--- config.mk ---
export PLATFORM = sky130hd
export DESIGN_NAME = mp_serializer_sched_flat
export DESIGN_NICKNAME = d
export VERILOG_FILES = /design/src/rtl/mp_serializer_sched_if.sv /design/src/rtl/mp_serializer_sched.sv /design/src/flat_wrapper.sv
export SDC_FILE = /design/constraint.sdc
export NUM_CORES = 1
export LEC_CHECK = 0
export ABC_AREA = 1
export CORE_AREA = 2 2 504 506
export DETAILED_ROUTE_END_ITERATION = 10
export DIE_AREA = 0 0 506 508
export PLACE_DENSITY_LB_ADDON = 0.15
export SYNTH_ARGS = -nofsm -noshare
export SYNTH_HDL_FRONTEND = slang
export SYNTH_SLANG_ARGS = --single-unit
--- constraint.sdc ---
create_clock -name clk_i -period 2.22 [get_ports clk_i]
set_clock_uncertainty 0.15 [all_clocks]
set_input_delay 0.444 -clock clk_i [delete_from_list [all_inputs] [get_ports clk_i]]
set_output_delay 0.444 -clock clk_i [all_outputs]
set_load 0.01 [all_outputs]
--- src/rtl/mp_serializer_sched_if.sv ---
// mp_serializer_sched_if: requester handshake plus the registered load-word
// outputs of the serializer scheduler.
//
// Handshake: req_v_i[r] says requester r presents a word on its slice of
// req_data_i together with req_last_i[r]. req_yumi_o[r] is raised in the same
// cycle the word is consumed on the next clock edge. A requester keeps its
// word and last flag stable until it sees yumi, then advances.
interface mp_serializer_sched_if #(
    parameter int width_p   = 256,
    parameter int num_req_p = 4
);
    localparam int id_w_lp = $clog2(num_req_p);

    logic [num_req_p-1:0]         req_v_i;
    logic [num_req_p*width_p-1:0] req_data_i;
    logic [num_req_p-1:0]         req_last_i;
    logic [num_req_p-1:0]         req_yumi_o;
    logic [width_p-1:0]           data_o;
    logic [1:0]                   kind_o;
    logic [id_w_lp-1:0]           grant_id_o;
    logic [1:0]                   state_o;     // scheduler FSM state, for debug

    modport slave (
        input  req_v_i, req_data_i, req_last_i,
        output req_yumi_o, data_o, kind_o, grant_id_o, state_o
    );

    modport master (
        output req_v_i, req_data_i, req_last_i,
        input  req_yumi_o, data_o, kind_o, grant_id_o, state_o
    );
endinterface

--- src/rtl/mp_serializer_sched.sv ---
// mp_serializer_sched: fills the serializer parallel load register every word
// clock with a requester word (round-robin, locked for a burst), an idle
// filler, or a periodic alignment sync word.
// Optional feature: define MP_SER_SCHED_SYNC_EN to build the sync counter and
// sync slots; without it every enabled slot carries data or idle.
module mp_serializer_sched #(
    parameter int                 width_p        = 256,
    parameter int                 num_req_p      = 4,
    parameter int                 sync_period_p  = 1024,
    parameter logic [width_p-1:0] idle_pattern_p = {128{2'b10}},
    parameter logic [width_p-1:0] sync_pattern_p = {32{8'hBC}}
) (
    input  logic                  clk_i,
    input  logic                  reset_i,
    input  logic                  en_i,
    mp_serializer_sched_if.slave  bus
);
    localparam int         id_w_lp     = $clog2(num_req_p);
    localparam logic [1:0] kind_idle_lp = 2'd0;
    localparam logic [1:0] kind_data_lp = 2'd1;
    localparam logic [1:0] kind_sync_lp = 2'd2;

    typedef enum logic [1:0] {
        OFF  = 2'd0,
        ARB  = 2'd1,
        LOCK = 2'd2
    } state_e;

    state_e             state_r;
    logic [id_w_lp-1:0] rr_ptr_r;
    logic [id_w_lp-1:0] owner_r;

    logic               sync_due;
    logic               grant_v;
    logic [id_w_lp-1:0] grant_id;
    logic               take;
    logic               grant_last;
    logic [width_p-1:0] grant_data;
    int                 scan_idx;

`ifdef MP_SER_SCHED_SYNC_EN
    localparam int cnt_w_lp = $clog2(sync_period_p);

    logic [cnt_w_lp-1:0] sync_cnt_r;
    logic [cnt_w_lp-1:0] sync_cnt_eff;
    logic                en_q_r;

    // A rising en_i restarts the sync interval, so that slot is itself a sync slot.
    always_comb begin
        sync_cnt_eff = (en_i && !en_q_r) ? '0 : sync_cnt_r;
        sync_due     = (sync_cnt_eff == '0);
    end

    // Sync counter advances once per enabled slot and freezes while disabled.
    always_ff @(posedge clk_i) begin
        if (reset_i) begin
            sync_cnt_r <= '0;
            en_q_r     <= 1'b0;
        end else begin
            en_q_r <= en_i;
            if (en_i) begin
                if (sync_cnt_eff == cnt_w_lp'(sync_period_p - 1))
                    sync_cnt_r <= '0;
                else
                    sync_cnt_r <= sync_cnt_eff + 1'b1;
            end
        end
    end
`else
    assign sync_due = 1'b0;
`endif

    // Grant candidate: the lock owner in LOCK, otherwise the first valid
    // requester at or after rr_ptr (descending scan so the nearest wins).
    always_comb begin
        grant_v  = 1'b0;
        grant_id = '0;
        scan_idx = 0;
        if (state_r == LOCK) begin
            grant_v  = bus.req_v_i[owner_r];
            grant_id = owner_r;
        end else begin
            for (int i = num_req_p - 1; i >= 0; i--) begin
                scan_idx = (int'(rr_ptr_r) + i) % num_req_p;
                if (bus.req_v_i[scan_idx]) begin
                    grant_v  = 1'b1;
                    grant_id = id_w_lp'(scan_idx);
                end
            end
        end
    end

    // A word is taken only on an enabled, non-sync, non-reset slot.
    always_comb begin
        take       = en_i && !reset_i && !sync_due && grant_v;
        grant_last = bus.req_last_i[grant_id];
        grant_data = bus.req_data_i[grant_id*width_p +: width_p];
        for (int r = 0; r < num_req_p; r++)
            bus.req_yumi_o[r] = take && (grant_id == id_w_lp'(r));
    end

    assign bus.state_o = state_r;

    // Scheduler FSM and registered load word, slot kind and source id.
    always_ff @(posedge clk_i) begin
        if (reset_i) begin
            state_r        <= OFF;
            rr_ptr_r       <= '0;
            owner_r        <= '0;
            bus.data_o     <= idle_pattern_p;
            bus.kind_o     <= kind_idle_lp;
            bus.grant_id_o <= '0;
        end else if (!en_i) begin
            bus.data_o     <= idle_pattern_p;
            bus.kind_o     <= kind_idle_lp;
            bus.grant_id_o <= '0;
        end else begin
            if (state_r == OFF)
                state_r <= ARB;
            if (sync_due) begin
`ifdef MP_SER_SCHED_SYNC_EN
                bus.data_o     <= sync_pattern_p;
                bus.kind_o     <= kind_sync_lp;
`else
                bus.data_o     <= idle_pattern_p;
                bus.kind_o     <= kind_idle_lp;
`endif
                bus.grant_id_o <= '0;
            end else if (take) begin
                bus.data_o     <= grant_data;
                bus.kind_o     <= kind_data_lp;
                bus.grant_id_o <= grant_id;
                if (grant_last) begin
                    state_r <= ARB;
                    if (grant_id == id_w_lp'(num_req_p - 1))
                        rr_ptr_r <= '0;
                    else
                        rr_ptr_r <= grant_id + 1'b1;
                end else begin
                    state_r <= LOCK;
                    owner_r <= grant_id;
                end
            end else begin
                bus.data_o     <= idle_pattern_p;
                bus.kind_o     <= kind_idle_lp;
                bus.grant_id_o <= '0;
            end
        end
    end

`ifndef MP_SER_SCHED_SYNC_EN
    // Keeps the sync word and its slot type visible to elaboration in the
    // data-only build without creating any logic.
    localparam logic [width_p-1:0] unused_sync_lp = sync_pattern_p;
    localparam logic [1:0]         unused_kind_lp = kind_sync_lp;
    localparam int                 unused_per_lp  = sync_period_p;
`endif
endmodule

--- src/flat_wrapper.sv ---
// flat-port wrapper written by rule: the top's interface ports become plain ports
module mp_serializer_sched_flat 
#(
    parameter int                 width_p        = 256,
    parameter int                 num_req_p      = 4,
    parameter int                 sync_period_p  = 1024,
    parameter logic [width_p-1:0] idle_pattern_p = {128{2'b10}},
    parameter logic [width_p-1:0] sync_pattern_p = {32{8'hBC}}
)
  (clk_i, reset_i, en_i, bus_req_v_i, bus_req_data_i, bus_req_last_i, bus_req_yumi_o, bus_data_o, bus_kind_o, bus_grant_id_o, bus_state_o);
  mp_serializer_sched_if #(.width_p(width_p), .num_req_p(num_req_p)) bus_i ();
  input  logic clk_i;
  input  logic reset_i;
  input  logic en_i;
  input wire logic [$bits(bus_i.req_v_i)-1:0] bus_req_v_i;
  input wire logic [$bits(bus_i.req_data_i)-1:0] bus_req_data_i;
  input wire logic [$bits(bus_i.req_last_i)-1:0] bus_req_last_i;
  output wire logic [$bits(bus_i.req_yumi_o)-1:0] bus_req_yumi_o;
  output wire logic [$bits(bus_i.data_o)-1:0] bus_data_o;
  output wire logic [$bits(bus_i.kind_o)-1:0] bus_kind_o;
  output wire logic [$bits(bus_i.grant_id_o)-1:0] bus_grant_id_o;
  output wire logic [$bits(bus_i.state_o)-1:0] bus_state_o;
  assign bus_i.req_v_i = bus_req_v_i;
  assign bus_i.req_data_i = bus_req_data_i;
  assign bus_i.req_last_i = bus_req_last_i;
  assign bus_req_yumi_o = bus_i.req_yumi_o;
  assign bus_data_o = bus_i.data_o;
  assign bus_kind_o = bus_i.kind_o;
  assign bus_grant_id_o = bus_i.grant_id_o;
  assign bus_state_o = bus_i.state_o;
  mp_serializer_sched #(.width_p(width_p), .num_req_p(num_req_p), .sync_period_p(sync_period_p), .idle_pattern_p(idle_pattern_p), .sync_pattern_p(sync_pattern_p)) u_core (.clk_i(clk_i), .reset_i(reset_i), .en_i(en_i), .bus(bus_i));
endmodule
==> flow_summary.toml, run 1 <==
[grt]
antenna_found_initial = 264
use_met3_pct = 8.56
grt_pass1_vias = 23300
grt_util_met1_pct = 18.2
busiest_layer = "met2"
grtUsageTotal_pct = 15.7
grt_max_degree = 48
grt_pass1_wl_um = 261000
grt_overflow = 0
use_met2_pct = 25.5

[floorplan]
die_y_um = 508
coreArea_um2 = 252000
rows = 185
initial_utilization_pct = 5.63
dieArea_um2 = 257000
fp.dieW_um = 506
io_pins = 1301

[job]
cap_violations = 0

[synthesis]
syn-cell-area_um2 = 14200
synth_nets = 3187
synthMuxAreaShare_pct = 0
yosysWarnings = 0
synth.area.top_cells = "dfxtp_1 (37%), nand2_1 (14%), nand3_1 (7.9%)"
synth_top_area_cell = "dfxtp_1"
synth_seq_cells = 265
synth_compound_area_share_pct = 19.4
synth_top_flop_cell = "dfxtp_1"
synth_edf_count = 0
yosysTopAreaCellShare_pct = 37.4
synth_adder_area_share_pct = 0.352
synthXorXnorAreaFrac_pct = 0.0617
async_flop_share_pct = 0
synthSimpleGateAreaFrac_pct = 31.6
syn_area_per_cell_um2 = 6.61
synth_cell_types = 31
synth_top_family_by_area = "simple AND/OR/NAND/NOR gates"
syn_inst = 2148
ys_seq_area_share_pct = 37.4

[worst_setup_path]
path_common_cell = "buf_12"
crit_fanout = 6
end_kind = "flop"
crit_slowest_cell = "dfxtp_4"
start_kind = "flop"
required_ns = 2.64
max_stage_delay_ns = 0.38
cp.arrival_ns = 3.45
critPathKind = "reg -> reg"
cp_cell_sequence = "buf_12 > xnor2_2 > nand2_2 > nand3_4 > nand2_4 > nand2_2 > nand3_4 > nand2_8 > buf_8 > inv_16 > buf_4 > buf_16 > buf_12 > buf_12 > buf_16 > buf_12 > buf_8 > nand2_1 > nand3_1 > nand2_1 > inv_1"

[detailed_routing]
drt_iter0_drc = 1197
ant_nets = 0
routed_wl_um = 209000
via_per_inst = 3.20
num_vias = 22700
routedWlPerCell_um = 29.5
drc_errors = 0
dr.pass1.iters = 5

[timing]
setup_viol = 321
max_freq_mhz = 330
fin_crit_ns = 3.03
slew_viol_final = 0
rsz0062_at_grt = "yes"
setup_tns_ns = -157.40
fin_crit_sh_pct = 137
relSlewSlack_pct = 65.8
hold_viol = 0
fin_ws_ns = -0.810
worst_pin_slew_ns = 0.512

[pwr]
powerDensity_nw_per_um2 = 1110
vdd_drop_max_mv = 0.591
p_clk_share_pct = 20.8
seqPwrFrac_pct = 15.7
comb_power_share_pct = 63.5
p_sw_share_pct = 43.6
p_switching_mw = 18.7
leakagePower_nw = 14.1
power_mw = 42.8
internal-power_mw = 24.2

[final_layout]
drive_gt1_share_pct = 20.4
finalNetCount = 4688
fillers = 28800
area_growth_pct = 172
postLayoutCellArea_um2 = 38600

[cts]
cts_buffer_depth = 3
cts_root_buf = "clkbuf_16"
numCtsBuffers = 50
clock_sinks = 265
hold_buffers = 0
clk_latency_ns = 0.66
clkTransAtPathRegs_ns = 0.06
cts_tree = "yes"
h-tree-depth = 2

[worst_hold_path]
hp-class = "in -> reg"

[outcome]
status = "finished with violations"
violations = "setup timing"

[placement]
io_buffers = 1299
place_hpwl_um = 173000
place_congestion = 0.915
placed_area_um2 = 32400
## state kept, by name, indices dropped and copies added, names as in the netlist
register,count
u_core.bus.data_o,256
u_core.bus.grant_id_o,2
u_core.bus.state_o,2
u_core.owner_r,2
u_core.rr_ptr_r,2
u_core.bus.kind_o,1
## cell usage after synthesis, drive strengths merged, types with 2 or more instances
cell type and number:
inv 134, nor2 295, nand3 227, a21oi 2, ha 4, dfxtp 265, o22ai 128, o221ai 2
nand2 541, clkbuf 23, o211ai 57, or2 27, nand4 2, o21ai 288, buf 151
## per-layer routing
layer,vias up,part of all wire (%),routed length (um)
li1,10200,-,-
met1,10500,40,82800
met2,1361,45,94500
met3,463,13,26700
met4,168,2.0,4210
met5,-,0.53,1100
## stage by stage
step / util, % / std cells / hold slack (ns) / setup slack [ns]
floorplan: - / 2148 / 0.366 / -0.125
global placement: 12.8 / 6834 / 0.453 / -1.53
detailed placement: 12.8 / 6834 / 0.465 / -1.43
CTS: 15.1 / 7048 / 0.106 / -0.925
global route: 15.3 / 7059 / 0.155 / -0.973
finish: 15.3 / 7090 / 0.207 / -0.810
## final timing paths
path	from	end	slack, ns	cells after the start
hold / removal	reset_i	u_core.owner_r[1]	0.21	2
setup reg to reg	u_core.rr_ptr_r[0]	u_core.bus.data_o[17]	-0.81	21
setup / recovery	u_core.rr_ptr_r[0]	u_core.bus.data_o[17]	-0.81	21
hold reg to reg	u_core.owner_r[1]	u_core.owner_r[1]	0.46	4
## cells in the final DEF (no fill, tap or decap), types with 53 or more instances in the layout
cell / n
nand2_1: 466
nand3_1: 160
buf_4: 161
clkdlybuf4s50_1: 1290
nor2_1: 281
o21ai_0: 73
o21ai_2: 102
o22ai_1: 116
dfxtp_1: 263
o21ai_1: 88
inv_1: 120
buf_12: 53
## layout make-up
class | count | area, um^2 | share of cell area, %
Sequential cell | 265 | 5310 | 13.8
Timing Repair Buffer | 1622 | 17600 | 45.7
Antenna cell | 35 | 87.6 | 0.227
Timing Repair inverter | 1 | 8.76 | 0.0227
Clock buffer | 71 | 1490 | 3.86
Multi-Input combinational cell | 1575 | 9030 | 23.4
Inverter | 134 | 559 | 1.45
Clock inverter | 21 | 282 | 0.729
Tap cell | 3366 | 4210 | 10.9
## cells by family (layout without fill, tap and decap cells)
| kind of cell | Yosys count | count (layout) |
|---|---|---|
| other | 1 | 36 |
| and+or+nand+nor | 1092 | 1092 |
| xor gates and xnor gates | 1 | 1 |
| adders and majority gates | 4 | 4 |
| DFF | 265 | 265 |
| buffers and inverters | 308 | 1849 |
| AOI/OAI and AO/OA | 477 | 477 |
## what timing repair did
| item | in CTS | in global routing |
|---|---|---|
| resized for setup | 568 | 105 |
| pin swaps | 85 | 13 |
| setup buffers | 83 | 6 |
| gates cloned | 43 | 1 |
| endpoints found under the setup margin | 462 | 434 |
## worst max-delay path: cells and delay by family, from the launching register on
| family | cells | cell delay [ns] |
|---|---|---|
| buffers and inverters | 11 | 1.43 |
| flip-flops | 1 | 0.38 |
| XOR/XNOR | 1 | 0.16 |
| AND/OR/NAND/NOR | 9 | 0.76 |
## power by group through the flow
stage | logic (mW) | registers, mW | clock network (mW)
final | 27.2 | 6.72 | 8.91
after global routing | 29.0 | 6.83 | 9.45
after CTS | 27.4 | 6.72 | 9.41
after detailed placement | 19.7 | 6.79 | 0
after global placement | 19.8 | 6.81 | 0
after floorplan | 7.78 | 7.25 | 0
(Power assumes the default switching activity.)
==> run 2: changes to the inputs <==
SLEW_MARGIN = 20   (was unset)
clock period = 2.4 ns   (was 2.22 ns; I/O delays follow)
==> flow_summary.toml, run 2 (same netlist as run 1, synthesis figures left out) <==
[outcome]
status = "finished with violations"
violations = "setup timing"

[final_layout]
finalNetCount = 4769
mostFrequentLayoutCell = "clkdlybuf4s50_1"
postLayoutCellArea_um2 = 40100
top_register = "u_core.bus.data_o"
stdcell_count = 7179
final_cell_mix = "clkdlybuf4s50_1 (1291), nand2_1 (461), nor2_1 (271)"
largest_register_ffs = 256
drive_gt1_share_pct = 23.3
fin_util_pct = 15.9
area_growth_pct = 182

[detailed_routing]
dr.pass1.iters = 5
drt_iter0_drc = 1233
num_vias = 22900
routedWlPerCell_um = 29.4
routed_wl_um = 211000
drc_errors = 0
via_per_inst = 3.19
ant_nets = 0

[timing]
holdWs_ns = 0.256
hold_viol = 0
setup_viol = 277
worst_pin_slew_ns = 0.534
rsz0062_at_grt = "yes"
setup_tns_ns = -147.95
fin_ws_ns = -0.776
fin_crit_sh_pct = 132
slew_viol_final = 0
relSlewSlack_pct = 64.3
fin_crit_ns = 3.18
max_freq_mhz = 315

[worst_hold_path]
holdPathStages = 3
hp-class = "in -> reg"

[floorplan]
io_pins = 1301
coreArea_um2 = 252000
dieArea_um2 = 257000
rows = 185
die_y_um = 508
initial_utilization_pct = 5.63
fp.dieW_um = 506

[cts]
h-tree-depth = 2
clkTransAtPathRegs_ns = 0.06
clk_latency_ns = 0.67
cts_root_buf = "clkbuf_16"
cts_buffer_depth = 3
numCtsBuffers = 48
clock_sinks = 265
cts_tree = "yes"
hold_buffers = 0

[pwr]
power_mw = 42.3
powerDensity_nw_per_um2 = 1060
vdd_drop_max_mv = 0.495
leakagePower_nw = 14.7

[worst_setup_path]
path_buf_inv = 16
cp_num_cells = 26
critPathKind = "in -> reg"
cp.arrival_ns = 3.57
crit_fanout = 6
crit_slowest_cell = "clkdlybuf4s50_1"
rr_endpoint = "u_core.bus.data_o[1]"
start_kind = "input pin"
regToRegSetupSlack_ns = -0.72
path_common_cell = "buf_6"
end_kind = "flop"
cp_top_family = "buffers and inverters"
max_stage_delay_ns = 0.55
crit_start = "bus_req_v_i[0]"
required_ns = 2.80
crit_end = "u_core.bus.data_o[1]"
r2r_cells = 24
timing.rr.start = "u_core.rr_ptr_r[0]"

[placement]
io_buffers = 1299
placed_area_um2 = 32700
place_congestion = 0.904
place_hpwl_um = 172000
place_inst = 6886
dp_slack_ns = -1.44

[grt]
grt_pass1_vias = 23600
grt_max_degree = 33
grt_pass1_wl_um = 263000
grt_overflow = 0
grtUsageTotal_pct = 15.7
antenna_found_initial = 227

[job]
cap_violations = 0
## run 2: changes by cell type in the layout (fill, tap and decap cells not counted), sizes merged
cell | previous run | this run
clkbuf | 72 | 75
bufbuf | 12 | 13
clkinvlp | 3 | 4
clkdlybuf4s50 | 1290 | 1291
buf | 319 | 396
bufinv | 6 | 3
clkinv | 11 | 9
diode | 35 | 46
## run 2: report_power, final
part	switching [mW]	internal (mW)
registers	0.547	5.65
logic	14.8	13.7
clock network	3.23	4.39
## run 2: worst register-to-register path, cell delays in order, from the launching register on
cell and delay, ns:
dfxtp_4 0.38, buf_12 0.16, nand2_4 0.08, nand3_4 0.08, buf_4 0.14, nand3_1 0.06, nand3_1 0.11, nand3_2 0.09
nand2_2 0.07, o21ai_4 0.13, buf_6 0.14, buf_6 0.08, buf_6 0.08, buf_6 0.08, buf_6 0.10, nand2_8 0.06
inv_12 0.07, buf_12 0.10, buf_16 0.14, buf_12 0.19, buf_12 0.15, buf_6 0.11, nand3_4 0.12, nand2_4 0.11
inv_2 0.03
## run 2: cell type report
cell class	instances	area, um^2
clock inverters	18	205
multi-input cells	1575	9450
fillers	28700	212000
well taps	3366	4210
inverters	134	557
flip-flops and latches	265	5310
diodes	46	115
repair buffers	1706	18800
clock buffers	69	1410
## run 2: how the worst min path moves through the flow
stage | endpoint | start | slack (ns)
final | u_core.bus.data_o[32] | bus_req_data_i[32] | 0.26
after global routing | u_core.bus.data_o[54] | bus_req_data_i[566] | 0.22
after CTS | u_core.bus.data_o[108] | bus_req_data_i[108] | 0.17
after detailed placement | u_core.bus.state_o[1] | u_core.bus.state_o[1] | 0.52
after global placement | u_core.bus.state_o[1] | u_core.bus.state_o[1] | 0.52
after floorplan | u_core.owner_r[1] | u_core.owner_r[1] | 0.37
## run 2: per-layer routing
metal	routed length [um]	global-route usage [%]	share of wire, %
met4	4050	2.43	1.9
met2	92900	24.9	44
met3	26900	8.68	13
met5	887	0	0.42
met1	86700	18.8	41
## run 2: repair_timing
action,4_1_cts,5_1_grt
endpoints found under the setup margin,306,298
gates resized for setup,538,246
pin swaps,70,71
buffers inserted,117,16
gates cloned,51,6
==> run 3: changes to the inputs <==
CAP_MARGIN = 15   (was unset)
CTS_CLUSTER_DIAMETER = 60   (was unset)
==> flow_summary.toml, run 3 (same netlist as run 1, synthesis figures left out) <==
[pwr]
vdd_drop_max_mv = 0.594
power_mw = 49.9
powerDensity_nw_per_um2 = 1150
leakagePower_nw = 15.8

[detailed_routing]
routedWlPerCell_um = 29.3
num_vias = 23100
ant_nets = 0
drt_iter0_drc = 1265
routed_wl_um = 212000
via_per_inst = 3.20
dr.pass1.iters = 5
drc_errors = 0

[final_layout]
finalNetCount = 4783
area_growth_pct = 207
final_cell_mix = "clkdlybuf4s50_1 (1291), nand2_1 (319), nor2_1 (275)"
top_register = "u_core.bus.data_o"
ff_latch_area_um2 = 5310
mostFrequentLayoutCell = "clkdlybuf4s50_1"
largest_register_ffs = 256
fin_util_pct = 17.3
fillers = 28500
drive_gt1_share_pct = 32.8
multi_input_area_um2 = 11800

[floorplan]
fp.dieW_um = 506
initial_utilization_pct = 5.63
dieArea_um2 = 257000
io_pins = 1301
die_y_um = 508
rows = 185
coreArea_um2 = 252000

[worst_setup_path]
end_kind = "output pin"
timing.rr.start = "u_core.rr_ptr_r[0]"
critPathKind = "in -> out"
required_ns = 1.77
crit_fanout = 3
cp.arrival_ns = 2.50
rr_endpoint = "u_core.bus.data_o[122]"
regToRegSetupSlack_ns = -0.62
r2r_cells = 21
start_kind = "input pin"

[placement]
place_congestion = 0.904
io_buffers = 1299
place_hpwl_um = 172000

[outcome]
status = "finished with violations"
violations = "setup timing"

[timing]
max_freq_mhz = 320
fin_crit_ns = 3.13
relSlewSlack_pct = 63.7
fin_ws_ns = -0.727
setup_viol = 281
hold_viol = 0
setup_tns_ns = -124.81
fin_crit_sh_pct = 130
slew_viol_final = 0
rsz0062_at_grt = "yes"
worst_pin_slew_ns = 0.542

[worst_hold_path]
hold_start = "bus_req_data_i[12]"
hp-class = "in -> reg"
holdPathEnd = "u_core.bus.data_o[12]"
holdPathStages = 3

[cts]
clock_sinks = 265
hold_buffers = 0
numCtsBuffers = 78
h-tree-depth = 3
clk_latency_ns = 0.68
cts_buffer_depth = 3
cts_root_buf = "clkbuf_16"
clkTransAtPathRegs_ns = 0.05
cts_tree = "yes"

[grt]
grt_pass1_vias = 23900
grt_overflow = 0
grtUsageTotal_pct = 15.6
grt_max_degree = 33
grt_pass1_wl_um = 260000
antenna_found_initial = 227

[job]
cap_violations = 0
run 3: cell types whose count changed in the layout (fill, tap and decap cells not counted), sizes merged:
| cell | before | now |
|---|---|---|
| diode | 46 | 50 |
| bufinv | 3 | 10 |
| clkbuf | 75 | 118 |
| inv | 136 | 138 |
| buf | 396 | 370 |
| clkinvlp | 4 | 8 |
| bufbuf | 13 | 8 |
| clkinv | 9 | 26 |
run 3: metrics by stage:
stage               hold slack [ns]  std cells  instance area [um^2]  worst slack, ns
floorplan                     0.374       2148                 14300         -0.00257
global placement              0.523       6886                 32700            -1.51
detailed placement            0.520       6886                 32700            -1.44
CTS                           0.131       7155                 40100           -0.773
global route                  0.189       7185                 43500           -0.853
finish                        0.228       7225                 43600           -0.727
run 3: worst max-delay path by stage:
stage	startpoint	endpoint	slack, ns	depth (start not counted)
global placement	bus_req_v_i[0]	u_core.bus.data_o[186]	-1.51	16
finish	bus_req_v_i[0]	bus_req_yumi_o[2]	-0.73	17
CTS	u_core.rr_ptr_r[0]	bus_req_yumi_o[0]	-0.77	15
floorplan	bus_req_v_i[2]	bus_req_yumi_o[3]	-0.003	14
detailed placement	bus_req_v_i[0]	u_core.bus.data_o[186]	-1.44	16
global route	u_core.rr_ptr_r[0]	bus_req_yumi_o[2]	-0.85	15
run 3: cell type report:
class	instances	area share [%]
Sequential cell	265	12.2
Multi-Input combinational cell	1575	27.1
Timing Repair Buffer	1690	43.1
Clock buffer	97	4.85
Inverter	134	1.28
Antenna cell	50	0.287
Clock inverter	48	1.54
Tap cell	3366	9.67
run 3: worst max-delay path, cell delays in order:
cell	delay [ns]
clkdlybuf4s50_1	0.55
buf_4	0.18
inv_6	0.04
nand2_4	0.07
nand3_4	0.09
nand2_4	0.09
nand3_4	0.10
nand2_4	0.10
nand2_4	0.05
nand3_4	0.10
nand2_8	0.06
buf_8	0.14
inv_16	0.06
ha_4	0.11
inv_2	0.03
nor2_2	0.08
buf_2	0.14
run 3: per-layer routing:
layer,part of all wire [%],vias to the layer above,global-route usage [%]
met2,44,1301,24.5
met5,0.43,-,0
met1,40,10800,18.5
met3,13,423,8.69
met4,2.4,140,3.19
li1,-,10500,-
run 3: what timing repair did:
item                       in CTS  in global routing
gates cloned                   42                 25
buffers inserted               95                 40
setup endpoints to repair     319                309
pin swaps                     113                183
hold endpoints to repair        0                  0
gates resized for setup       692                761
run 3: power by group:
part	switching (mW)	internal [mW]	total, mW	leakage, nW
Combinational	16.9	15.3	32.2	12.3
Clock	4.15	7.38	11.5	1.34
Sequential	0.552	5.67	6.22	2.18
Total	21.6	28.4	49.9	15.8
==> patch 1 (flow settings as in run 1) <==
`width_p` is set to 256 in 3 places; all go to 260.
--- a/src/rtl/mp_serializer_sched_if.sv
+++ b/src/rtl/mp_serializer_sched_if.sv
@@ -6,7 +6,7 @@
 // cycle the word is consumed on the next clock edge. A requester keeps its
 // word and last flag stable until it sees yumi, then advances.
 interface mp_serializer_sched_if #(
-    parameter int width_p   = 256,
+    parameter int width_p   = 260,
     parameter int num_req_p = 4
 );
     localparam int id_w_lp = $clog2(num_req_p);
--- a/src/rtl/mp_serializer_sched.sv
+++ b/src/rtl/mp_serializer_sched.sv
@@ -4,7 +4,7 @@
 // Optional feature: define MP_SER_SCHED_SYNC_EN to build the sync counter and
 // sync slots; without it every enabled slot carries data or idle.
 module mp_serializer_sched #(
-    parameter int                 width_p        = 256,
+    parameter int                 width_p        = 260,
     parameter int                 num_req_p      = 4,
     parameter int                 sync_period_p  = 1024,
     parameter logic [width_p-1:0] idle_pattern_p = {128{2'b10}},
--- a/src/flat_wrapper.sv
+++ b/src/flat_wrapper.sv
@@ -1,7 +1,7 @@
 // flat-port wrapper written by rule: the top's interface ports become plain ports
 module mp_serializer_sched_flat 
 #(
-    parameter int                 width_p        = 256,
+    parameter int                 width_p        = 260,
     parameter int                 num_req_p      = 4,
     parameter int                 sync_period_p  = 1024,
     parameter logic [width_p-1:0] idle_pattern_p = {128{2'b10}},
Ports: changed (resized bus_data_o and bus_req_data_i); port bits go from 1301 to 1321. The function was not compared with the original's and may differ.
==> patch 1 against run 1 <==
  * The run still ends with setup timing left
  * Final area is 2.7% higher
  * Sequential cell count increased by 4
  * Worst setup slack got worse by 0.15 ns
  * Area after synthesis grew 0.64%
  * Clock power shrank 8.5%
  * Total power shrank 1.1%
  * Wire length decreased by 6.0%
  * Largest cell class unchanged
==> patch 1: results (changes against run 1) <==
status: "complete, but fails checks"
violations: "setup timing"
grt_use_met2: 0.230  # -0.0251
clk_share: 0.0403  # -0.00557
multi_input_area_share: 0.243  # +0.00914
grt_pass1_wl_um: 238000  # -8.7%
antenna_found_initial: 174  # -34%
cts_setup_buffers: 30  # -64%
setup_viol: 332  # +3.4%
largest_reg_flops: 260  # +1.6%
wl_met1_um: 80300  # -3.0%
nets: 4807  # +2.5%
dp_cells: 6945  # +1.6%
final_layout_size_suffix_gt1_frac: 0.222  # +0.0181
synth_xor_area_frac: 0  # -0.000617
use_met1: 0.167  # -0.0149
hpwl_um: 163000  # -5.8%
yosysSeqAreaShare: 0.377  # +0.00322
finalWorstSetupSlack_ns: -0.963  # -0.152 ns
nClkBuffers: 64  # -9.9%
drt_iter0_drc: 1053  # -12%
crit_path_max_incr_delay_ns: 0.36  # -0.02 ns
n_sequential_cell: 269  # +1.5%
grt_usage: 0.141  # -0.0158
n_all_inverters: 134  # -0.74%
fin_util: 0.157  # +0.00406
wire_per_inst_um: 27.4  # -7.2%
cts-buffers-inserted: 49  # -2.0%
via_per_inst: 3.15  # -1.6%
fillers: 28800  # -0.059%
synth_area_leaders: "dfxtp_1, nand2_1, o21ai_0"
gr-usage-met3: 0.0696  # -0.0159
crit_arrival_ns: 2.59  # -0.86 ns
grt_max_degree: 49  # +2.1%
synth_cell_types: 29  # -6.5%
multi_input_area_um2: 9630  # +6.7%
synth-compound-area-share: 0.200  # +0.00585
p_seq_frac: 0.166  # +0.009
p_leak_nw: 14.4  # +2.3%
place_worst_setup_slack_ns: -1.42  # +0.00612 ns
drtPass1Iterations: 7  # +2
routed_wl_um: 197000  # -6.0%
gp_congestion: 0.873  # -4.5%
synth_fa_ha_area_frac: 0.00350  # -0.0000225
routed-wl-met2_um: 90000  # -4.8%
[patch 1: changes by cell type after synthesis, moves of 12 or more]
cell      change
o21ai_0      +58
o21a_1       +26
o21ai_1      -25
o211ai_1     -19
or2_0        -19
clkbuf_1     +14
nand2_1      +12
[patch 1: final timing paths]
path / from / end / slack [ns] / cells after the start
worst max-delay path: u_core.rr_ptr_r[0] / bus_req_yumi_o[1] / -0.96 / 16
worst min-delay path: bus_req_data_i[276] / u_core.bus.data_o[16] / 0.23 / 3
worst max register to register: u_core.rr_ptr_r[0] / u_core.bus.data_o[54] / -0.70 / 21
worst min register to register: u_core.bus.state_o[1] / u_core.bus.state_o[1] / 0.45 / 3
[patch 1: logic make-up (layout without fill, tap and decap cells)]
kind of cell / Yosys count / after routing
buf+inv: 310 / 1915
other cells: 1 / 29
compound gates: 510 / 510
flops: 269 / 269
simple gates: 1090 / 1090
fa+ha+maj: 4 / 4
==> patch 2 (config.mk and constraints of run 1) <==
Made on the original files. Build with the macro `MP_SER_SCHED_SYNC_EN` defined.
--- a/src/rtl/mp_serializer_sched.sv
+++ b/src/rtl/mp_serializer_sched.sv
@@ -3,6 +3,8 @@
 // filler, or a periodic alignment sync word.
 // Optional feature: define MP_SER_SCHED_SYNC_EN to build the sync counter and
 // sync slots; without it every enabled slot carries data or idle.
+`define MP_SER_SCHED_SYNC_EN
+
 module mp_serializer_sched #(
     parameter int                 width_p        = 256,
     parameter int                 num_req_p      = 4,
Function: not settled (the Yosys comparison gave no result); the edit may change what the design does.
==> patch 2 against run 1 <==
  * The flow still finishes with violations (setup timing)
  * Maximum frequency decreased by 2.0%
  * Via count increased by 8.2%
  * Wire length decreased by 6.8%
  * First-iteration DRC count decreased by 15%
  * Sequential share of layout area decreased by 0.45 points
  * Worst setup slack got worse by 0.063 ns
  * Area after synthesis increased by 12%
  * Non-clock buffer count increased by 71
  * Final area increased by 8.2%
  * Sequential cell count increased by 12
  * Critical path type is now reg2out
  * Critical endpoint is now bus_req_yumi_o[3]
  * Largest cell class unchanged
Power is not compared: it rests on default switching activity, and its combinational part moved more than twofold at a synthesized area within 25%.
==> patch 2: results (changes against run 1) <==
instances_no_fill: 7641  # +7.8%
wl_met1_um: 76400  # -7.7%
synth_common_cells: "nand2_1, nand3_1, dfxtp_1"
synth_area_leaders: "dfxtp_1, nand2_1, nand3_1"
grt_pass1_wl_um: 253000  # -3.2%
setup.worst_path.start: "u_core.en_q_r"
grt_usage: 0.146  # -0.0105
cts-buffers-inserted: 49  # -2.0%
antenna_found_initial: 138  # -48%
gp_congestion: 0.898  # -1.9%
finalWorstSetupSlack_ns: -0.874  # -0.0632 ns
num_vias: 24500  # +8.2%
routed-wl-met2_um: 96800  # +2.5%
violations: "setup timing"
io_buffers: 1300  # +0.077%
cpMaxStageDelayCell: "dfxtp_2"
hold_path_depth: 3  # +1
tightest_slew_ns: 0.566  # +0.0540 ns
fin_tns_setup_ns: -136.18  # +21.22 ns
yosysSeqAreaShare: 0.349  # -0.0249
final_layout_size_suffix_gt1_frac: 0.215  # +0.0105
met3_length_um: 17800  # -33%
synth_cell_types: 36  # +16%
crit_path_max_incr_delay_ns: 0.32  # -0.06 ns
placed_area_um2: 35200  # +8.7%
path_max_fanout: 5  # -1
hpwl_um: 158000  # -9.0%
setup_viol: 312  # -2.8%
grt_use_met2: 0.261  # +0.00560
nets: 5260  # +12%
status: "complete, but fails checks"
fillers: 28800  # -0.18%
dp_cells: 7405  # +8.4%
place_worst_setup_slack_ns: -1.29  # +0.140 ns
syn_nets: 3706  # +16%
use_met1: 0.165  # -0.0172
syn_avg_cell_area_um2: 5.97  # -9.7%
crit_arrival_ns: 2.50  # -0.95 ns
grt_max_degree: 73  # +52%
wire_per_inst_um: 25.5  # -14%
grt_pass1_vias: 25800  # +11%
critPathTopFamily: "simple AND/OR/NAND/NOR gates"
## patch 2: cell type report
| type | instances | area (um^2) | share of cell area |
|---|---|---|---|
| inverter | 200 | 815 | 0.0195 |
| tap | 3366 | 4210 | 0.101 |
| clock buffer | 72 | 1480 | 0.0353 |
| clock inverter | 17 | 251 | 0.00602 |
| timing repair inverter | 1 | 8.76 | 0.000210 |
| antenna | 18 | 45.0 | 0.00108 |
| sequential | 277 | 5550 | 0.133 |
| timing repair buffer | 1693 | 18500 | 0.443 |
| multi-input combinational | 1997 | 10900 | 0.261 |
## patch 2: worst reg2reg max path, delay by kind of cell, from the launching register on
kind	cells	cell delay, ns
and+or+nand+nor	12	1.00
buffers and inverters	9	1.15
DFF	1	0.45
## patch 2: worst paths after layout
path,end,slack [ns]
setup / recovery,bus_req_yumi_o[3],-0.87
hold / removal,u_core.bus.data_o[80],0.24
setup reg to reg,u_core.bus.data_o[229],-0.65
hold reg to reg,u_core.sync_cnt_r[0],0.33
## patch 2: timing repair
item / in CTS / in global routing
endpoints found under the setup margin: 464 / 419
gates resized for setup: 677 / 58
pin swaps: 155 / 21
cloned: 52 / 0
hold buffers: 0 / 0
hold endpoints to repair: 0 / 0
setup buffers: 76 / 11
## patch 2: logic make-up after synthesis
| family | Yosys count | synth area share |
|---|---|---|
| and+or+nand+nor | 1645 | 0.420 |
| adders and majority gates | 6 | 0.00472 |
| AOI/OAI and AO/OA | 345 | 0.115 |
| xor gates and xnor gates | 1 | 0.000551 |
| buffers and inverters | 391 | 0.111 |
| DFF | 277 | 0.349 |
## patch 2: report_power, final
part / total [mW] / switching [mW] / internal (mW)
Clock: 8.76 / 3.49 / 5.27
Combinational: 9.89 / 4.74 / 5.15
Sequential: 5.30 / 0.0929 / 5.21
Total: 23.9 / 8.32 / 15.6
